<file path="src/rtl/ramp_chk_pkg.sv">
// Shared types and ramp predictor arithmetic for the ramp checker.
// Ramp math is done at 64 bits and truncated by the caller, so it wraps mod 2**WIDTH.
package ramp_chk_pkg;

  typedef enum logic {
    ORD_PROCESSING = 1'b0,
    ORD_NATURAL    = 1'b1
  } ramp_order_e;

  typedef struct packed {
    logic [63:0] exp_n;
    logic [63:0] hi_n;
  } ramp_state_t;

  function automatic int ramp_log2(input int m);
    int r;
    r = 0;
    for (int i = 0; i < 31; i++) begin
      if ((32'sd1 <<< i) < m) r = i + 1;
    end
    return r;
  endfunction

  function automatic ramp_state_t ramp_next(input ramp_order_e order, input logic [63:0] exp_v,
                                            input logic [63:0] hi_v, input logic [63:0] m);
    logic [63:0] low;
    ramp_state_t s;
    low     = exp_v & (m - 64'd1);
    s.exp_n = exp_v;
    s.hi_n  = hi_v;
    case (order)
      ORD_NATURAL: s.exp_n = exp_v + 64'd1;
      ORD_PROCESSING: begin
        // Count down inside a block; at the block base jump to the top of the next block.
        s.exp_n = (low == 64'd0) ? hi_v - 64'd1 : exp_v - 64'd1;
        s.hi_n  = (low == 64'd1) ? hi_v + m : hi_v;
      end
      default: s.exp_n = exp_v;
    endcase
    return s;
  endfunction

  function automatic ramp_state_t ramp_resync(input ramp_order_e order, input logic [63:0] d,
                                              input logic [63:0] hi_v, input logic [63:0] m);
    logic [63:0] low;
    logic [63:0] b;
    ramp_state_t s;
    low     = d & (m - 64'd1);
    b       = (d & ~(m - 64'd1)) + m;
    s.exp_n = d + 64'd1;
    s.hi_n  = hi_v;
    case (order)
      ORD_NATURAL: s.exp_n = d + 64'd1;
      ORD_PROCESSING: begin
        s.exp_n = (low == 64'd0) ? b + m - 64'd1 : d - 64'd1;
        s.hi_n  = (low <= 64'd1) ? b + m : b;
      end
      default: s.exp_n = d + 64'd1;
    endcase
    return s;
  endfunction

endpackage

</file>
<file path="src/rtl/ramp_chk_exp_gen.sv">
// Expected-value predictor: holds exp/hi and steps them on each accepted beat,
// or reloads them from the received data when resync is asserted.
module ramp_exp_gen
  import ramp_chk_pkg::*;
#(
  parameter int    WIDTH   = 16,
  parameter int    MAX_CNT = 64,
  parameter string ORDER   = "processing"
) (
  input  logic             clk,
  input  logic             rst,
  input  logic             advance,
  input  logic             resync,
  input  logic [WIDTH-1:0] resync_data,
  output logic [WIDTH-1:0] exp_o
);

  localparam ramp_order_e      ORD     = (ORDER == "natural") ? ORD_NATURAL : ORD_PROCESSING;
  localparam int               LOG2M   = ramp_log2(MAX_CNT);
  localparam logic [63:0]      M64     = 64'd1 << LOG2M;
  localparam logic [WIDTH-1:0] EXP_RST = (ORD == ORD_NATURAL) ? '0 : WIDTH'(MAX_CNT - 1);
  localparam logic [WIDTH-1:0] HI_RST  = WIDTH'(MAX_CNT);

  logic [WIDTH-1:0] exp_q, exp_d;
  logic [WIDTH-1:0] hi_q, hi_d;
  ramp_state_t      nxt_s;
  logic             unused_nxt_s;

  // Next-state selection: resync wins over a normal advance.
  always_comb begin
    nxt_s = '0;
    exp_d = exp_q;
    hi_d  = hi_q;
    if (resync) begin
      nxt_s = ramp_resync(ORD, 64'(resync_data), 64'(hi_q), M64);
      exp_d = nxt_s.exp_n[WIDTH-1:0];
      hi_d  = nxt_s.hi_n[WIDTH-1:0];
    end else if (advance) begin
      nxt_s = ramp_next(ORD, 64'(exp_q), 64'(hi_q), M64);
      exp_d = nxt_s.exp_n[WIDTH-1:0];
      hi_d  = nxt_s.hi_n[WIDTH-1:0];
    end else begin
      nxt_s = '0;
    end
  end

  assign unused_nxt_s = ^nxt_s;

  always_ff @(posedge clk) begin
    if (rst) begin
      exp_q <= EXP_RST;
      hi_q  <= HI_RST;
    end else begin
      exp_q <= exp_d;
      hi_q  <= hi_d;
    end
  end

  assign exp_o = exp_q;

endmodule

</file>
<file path="config.mk">
export PLATFORM = sky130hd
export DESIGN_NAME = ramp_exp_gen
export DESIGN_NICKNAME = d
export VERILOG_FILES = /design/src/rtl/ramp_chk_pkg.sv /design/src/rtl/ramp_chk_exp_gen.sv
export SDC_FILE = /design/constraint.sdc
export NUM_CORES = 1
export LEC_CHECK = 0
export ABC_AREA = 1
export BUFFER_PORTS_ARGS = -buffer_cell sky130_fd_sc_hd__buf_2
export CORE_MARGIN = 8
export CORE_UTILIZATION = 44
export CTS_BUF_LIST = sky130_fd_sc_hd__clkbuf_8 sky130_fd_sc_hd__clkbuf_16
export DETAILED_ROUTE_END_ITERATION = 12
export PLACE_DENSITY = 0.67
export SLEW_MARGIN = 5
export SYNTH_ARGS = -nofsm -noshare
export SYNTH_HDL_FRONTEND = slang
export SYNTH_SLANG_ARGS = --single-unit
</file>
<file path="constraint.sdc">
create_clock -name clk -period 5.9 [get_ports clk]
set_input_delay 1.77 -clock clk [delete_from_list [all_inputs] [get_ports clk]]
set_output_delay 1.77 -clock clk [all_outputs]
set_load 0.005 [all_outputs]
</file>
==> impl_metrics.py <==
metrics = {
    "cells_and_area": {
        "final_layout_size_suffix_gt1_share_pct": 17.9,
        "stdcell_area_mm2": 0.00323,
        "instances_no_fill": 599,
        "fin_nets": 549,
        "n_fill_cell": 710,
        "fin_util_pct": 48.6,
        "area_delta_synth_final_pct": 9.50,
        "diodes": 0,
        "final_common_cell": "nand2_1",
        "mostFrequentLayoutCells": "107 x nand2_1, 65 x inv_1, 46 x nor2_1",
    },
    "clock_tree": {
        "cts_hold_buffers": 0,
        "cts_inserted_buffers": 3,
        "root_buffer": "clkbuf_8",
        "cts_tree": "done",
        "post_cts_resized": 0,
        "clock_sinks": 26,
        "clk_pin_slew_worst_paths_ns": 0.10,
        "post_cts_buffers": 0,
        "htreeDepth": 1,
        "clock_latency_ns": 0.28,
        "max-clock-path-buffers": 2,
    },
    "route": {
        "vias_per_cell": 5.38,
        "route.antenna.remaining_nets": 0,
        "dr.pass1.iters": 5,
        "vias": 3223,
        "drc_errors": 0,
        "wire_per_inst_um": 13.6,
        "drt_wl_total_mm": 8.17,
        "drtIter0Drc": 228,
    },
    "yosys": {
        "avgSynthCellArea_um2": 6.01,
        "synth_compound_area_share_pct": 23.4,
        "yosysWarnings": 0,
        "yosys.area_share.adder_pct": 3.82,
        "synth_edf_count": 0,
        "synth_cell_types": 46,
        "async_flop_share_pct": 0,
        "syn_inst": 491,
        "synth_top_family_by_area": "simple AND/OR/NAND/NOR gates",
        "syn_nets": 520,
        "synthSimpleGateAreaFrac_pct": 39.3,
        "synth_xor_area_share_pct": 4.11,
        "synth_ff_type": "dfxtp_1",
        "synth-seq-cells": 26,
        "synth_mux_area_share_pct": 0,
        "ys_seq_area_share_pct": 17.6,
        "synth_area_mm2": 0.00295,
    },
    "power": {
        "leakage_nw": 1.63,
        "power.density_mw_per_mm2": 150,
        "peakVddDrop_mv": 0.0557,
        "p_sw_share_pct": 37.1,
        "switchingPower_mw": 0.180,
        "internal_power_mw": 0.305,
        "power_frac_seq_pct": 41.8,
        "combPwrFrac_pct": 33.0,
        "pwr-share-clk_pct": 25.2,
    },
    "floorplan": {
        "core_mm2": 0.00664,
        "io_pins": 36,
        "rows": 30,
        "die-height_um": 97.9,
        "start_util_pct": 44.4,
        "die_area_mm2": 0.00959,
        "dieWidth_um": 97.9,
    },
    "global_route": {
        "first_global_vias": 3018,
        "antenna_found_initial": 0,
        "grtUsageTotal_pct": 16.9,
        "grt.overflow.total": 0,
        "grt_max_degree": 34,
        "grt_pass1_wl_mm": 13.7,
    },
    "timing": {
        "skew_ns": 0.00469,
        "slew_viol_final": 0,
        "hold_viol": 0,
        "setup_ws_ns": 2.27,
        "slew_headroom_pct": 58.2,
        "finalCritPeriodShare_pct": 61.6,
        "setup_viol": 0,
        "rsz0062_at_grt": "no",
        "fin_setup_tns_ns": 0,
        "finalCriticalPeriod_ns": 3.63,
        "tightest_slew_ns": 0.625,
        "max_freq_mhz": 275,
    },
    "setup_path": {
        "cp-end-kind": "register",
        "crit_type": "in -> reg",
        "critPathLaunchType": "input pin",
        "worstPathRequired_ns": 6.13,
        "worstPathArrival_ns": 3.87,
        "crit_fanout": 13,
    },
    "place": {
        "io_buffers": 35,
        "place_inst": 595,
        "gp_congestion": 0.927,
        "preCtsSetupSlack_ns": 2.01,
        "dpl_cell_area_mm2": 0.00318,
        "hpwl_mm": 6.32,
    },
    "status": {
        "status": "complete, no violations",
    },
    "worst_hold_path": {
        "hold_class": "reg -> reg",
    },
    "job": {
        "maxCapViolations": 0,
    },
}
-- final cells by class --
| type | instances | area (um^2) | share of cell area, % |
|---|---|---|---|
| multi-input combinational | 377 | 2080 | 64.5 |
| inverter | 75 | 282 | 8.71 |
| timing repair buffer | 37 | 190 | 5.88 |
| tap | 80 | 100 | 3.10 |
| sequential | 26 | 520 | 16.1 |
| clock buffer | 4 | 55.1 | 1.70 |
-- power groups by stage --
stage               Sequential (mW)  Clock (mW)  Combinational (mW)
floorplan                     0.206           0               0.112
global placement              0.206           0               0.156
detailed placement            0.207           0               0.158
CTS                           0.203       0.123               0.159
global route                  0.205       0.128               0.181
finish                        0.203       0.122               0.160
-- registers in the layout, summed over array words and instances, names as in the netlist --
register,cells
exp_o,16
hi_q,10
-- synthesized netlist by cell type (2+ instances only) --
cell type / number / area (um^2)
buf_4: 2 / 15.0
a31oi_1: 5 / 31.3
nor2_1: 46 / 173
clkbuf_1: 9 / 33.8
nor2_4: 4 / 45.0
clkinv_1: 2 / 7.51
inv_1: 65 / 244
o21ai_1: 2 / 10.0
o211ai_1: 10 / 75.1
o2111ai_1: 2 / 17.5
o21ai_0: 40 / 200
xor2_1: 11 / 96.3
ha_1: 9 / 113
a21oi_1: 28 / 140
nand2_4: 2 / 22.5
nor3_1: 3 / 15.0
inv_2: 8 / 30.0
nand4_1: 7 / 43.8
nor2_2: 3 / 18.8
nand3b_1: 2 / 15.0
o21ai_2: 8 / 70.1
nand3_2: 2 / 20.0
o221ai_1: 4 / 35.0
o21bai_1: 2 / 15.0
a21oi_2: 2 / 17.5
dfxtp_1: 26 / 521
nand3_1: 43 / 215
nand2_2: 14 / 87.6
or2_2: 3 / 18.8
a211oi_1: 4 / 30.0
nand2_1: 107 / 402
a221oi_1: 2 / 17.5
-- stage by stage --
stage	total power, mW	hold WS (ns)
after floorplan	0.318	0.503
after global placement	0.363	0.514
after detailed placement	0.365	0.532
after CTS	0.485	0.546
after global routing	0.514	0.580
final	0.486	0.543
-- routing by layer --
metal	GRT usage [%]	up-vias	routed length, um
li1	-	1685	-
met1	21.8	1443	3980
met2	28.9	90	3690
met3	1.56	5	424
met4	4.68	0	74
met5	0	-	0
-- cell families after synthesis --
| family | after synthesis |
|---|---|
| DFF | 26 |
| AOI/OAI and AO/OA | 113 |
| xor gates and xnor gates | 13 |
| buffers and inverters | 88 |
| and+or+nand+nor | 242 |
| adders and majority gates | 9 |
-- worst paths after layout --
check / from / to / slack, ns / cells after the start
min reg2reg: exp_o[5]$_SDFFE_PP1P_ / exp_o[5]$_SDFFE_PP1P_ / 0.54 / 2
min: exp_o[5]$_SDFFE_PP1P_ / exp_o[5]$_SDFFE_PP1P_ / 0.54 / 2
max reg2reg: exp_o[1]$_SDFFE_PP1P_ / exp_o[14]$_SDFFE_PP0P_ / 3.68 / 11
max: resync_data[1] / exp_o[12]$_SDFFE_PP0P_ / 2.27 / 15
-- critical path, cell delays in order --
cell and delay [ns]:
buf_2 0.10, inv_1 0.08, ha_1 0.19, nand2_1 0.08, nor2_1 0.15, nand2_1 0.32
a21boi_0 0.34, nand2_1 0.10, nor3_1 0.18, o21ai_0 0.12, o211ai_1 0.12, nand3_1 0.11
nand3_1 0.09, nand2_1 0.06, inv_1 0.04
Note: power is estimated with default switching activity, not from simulation.
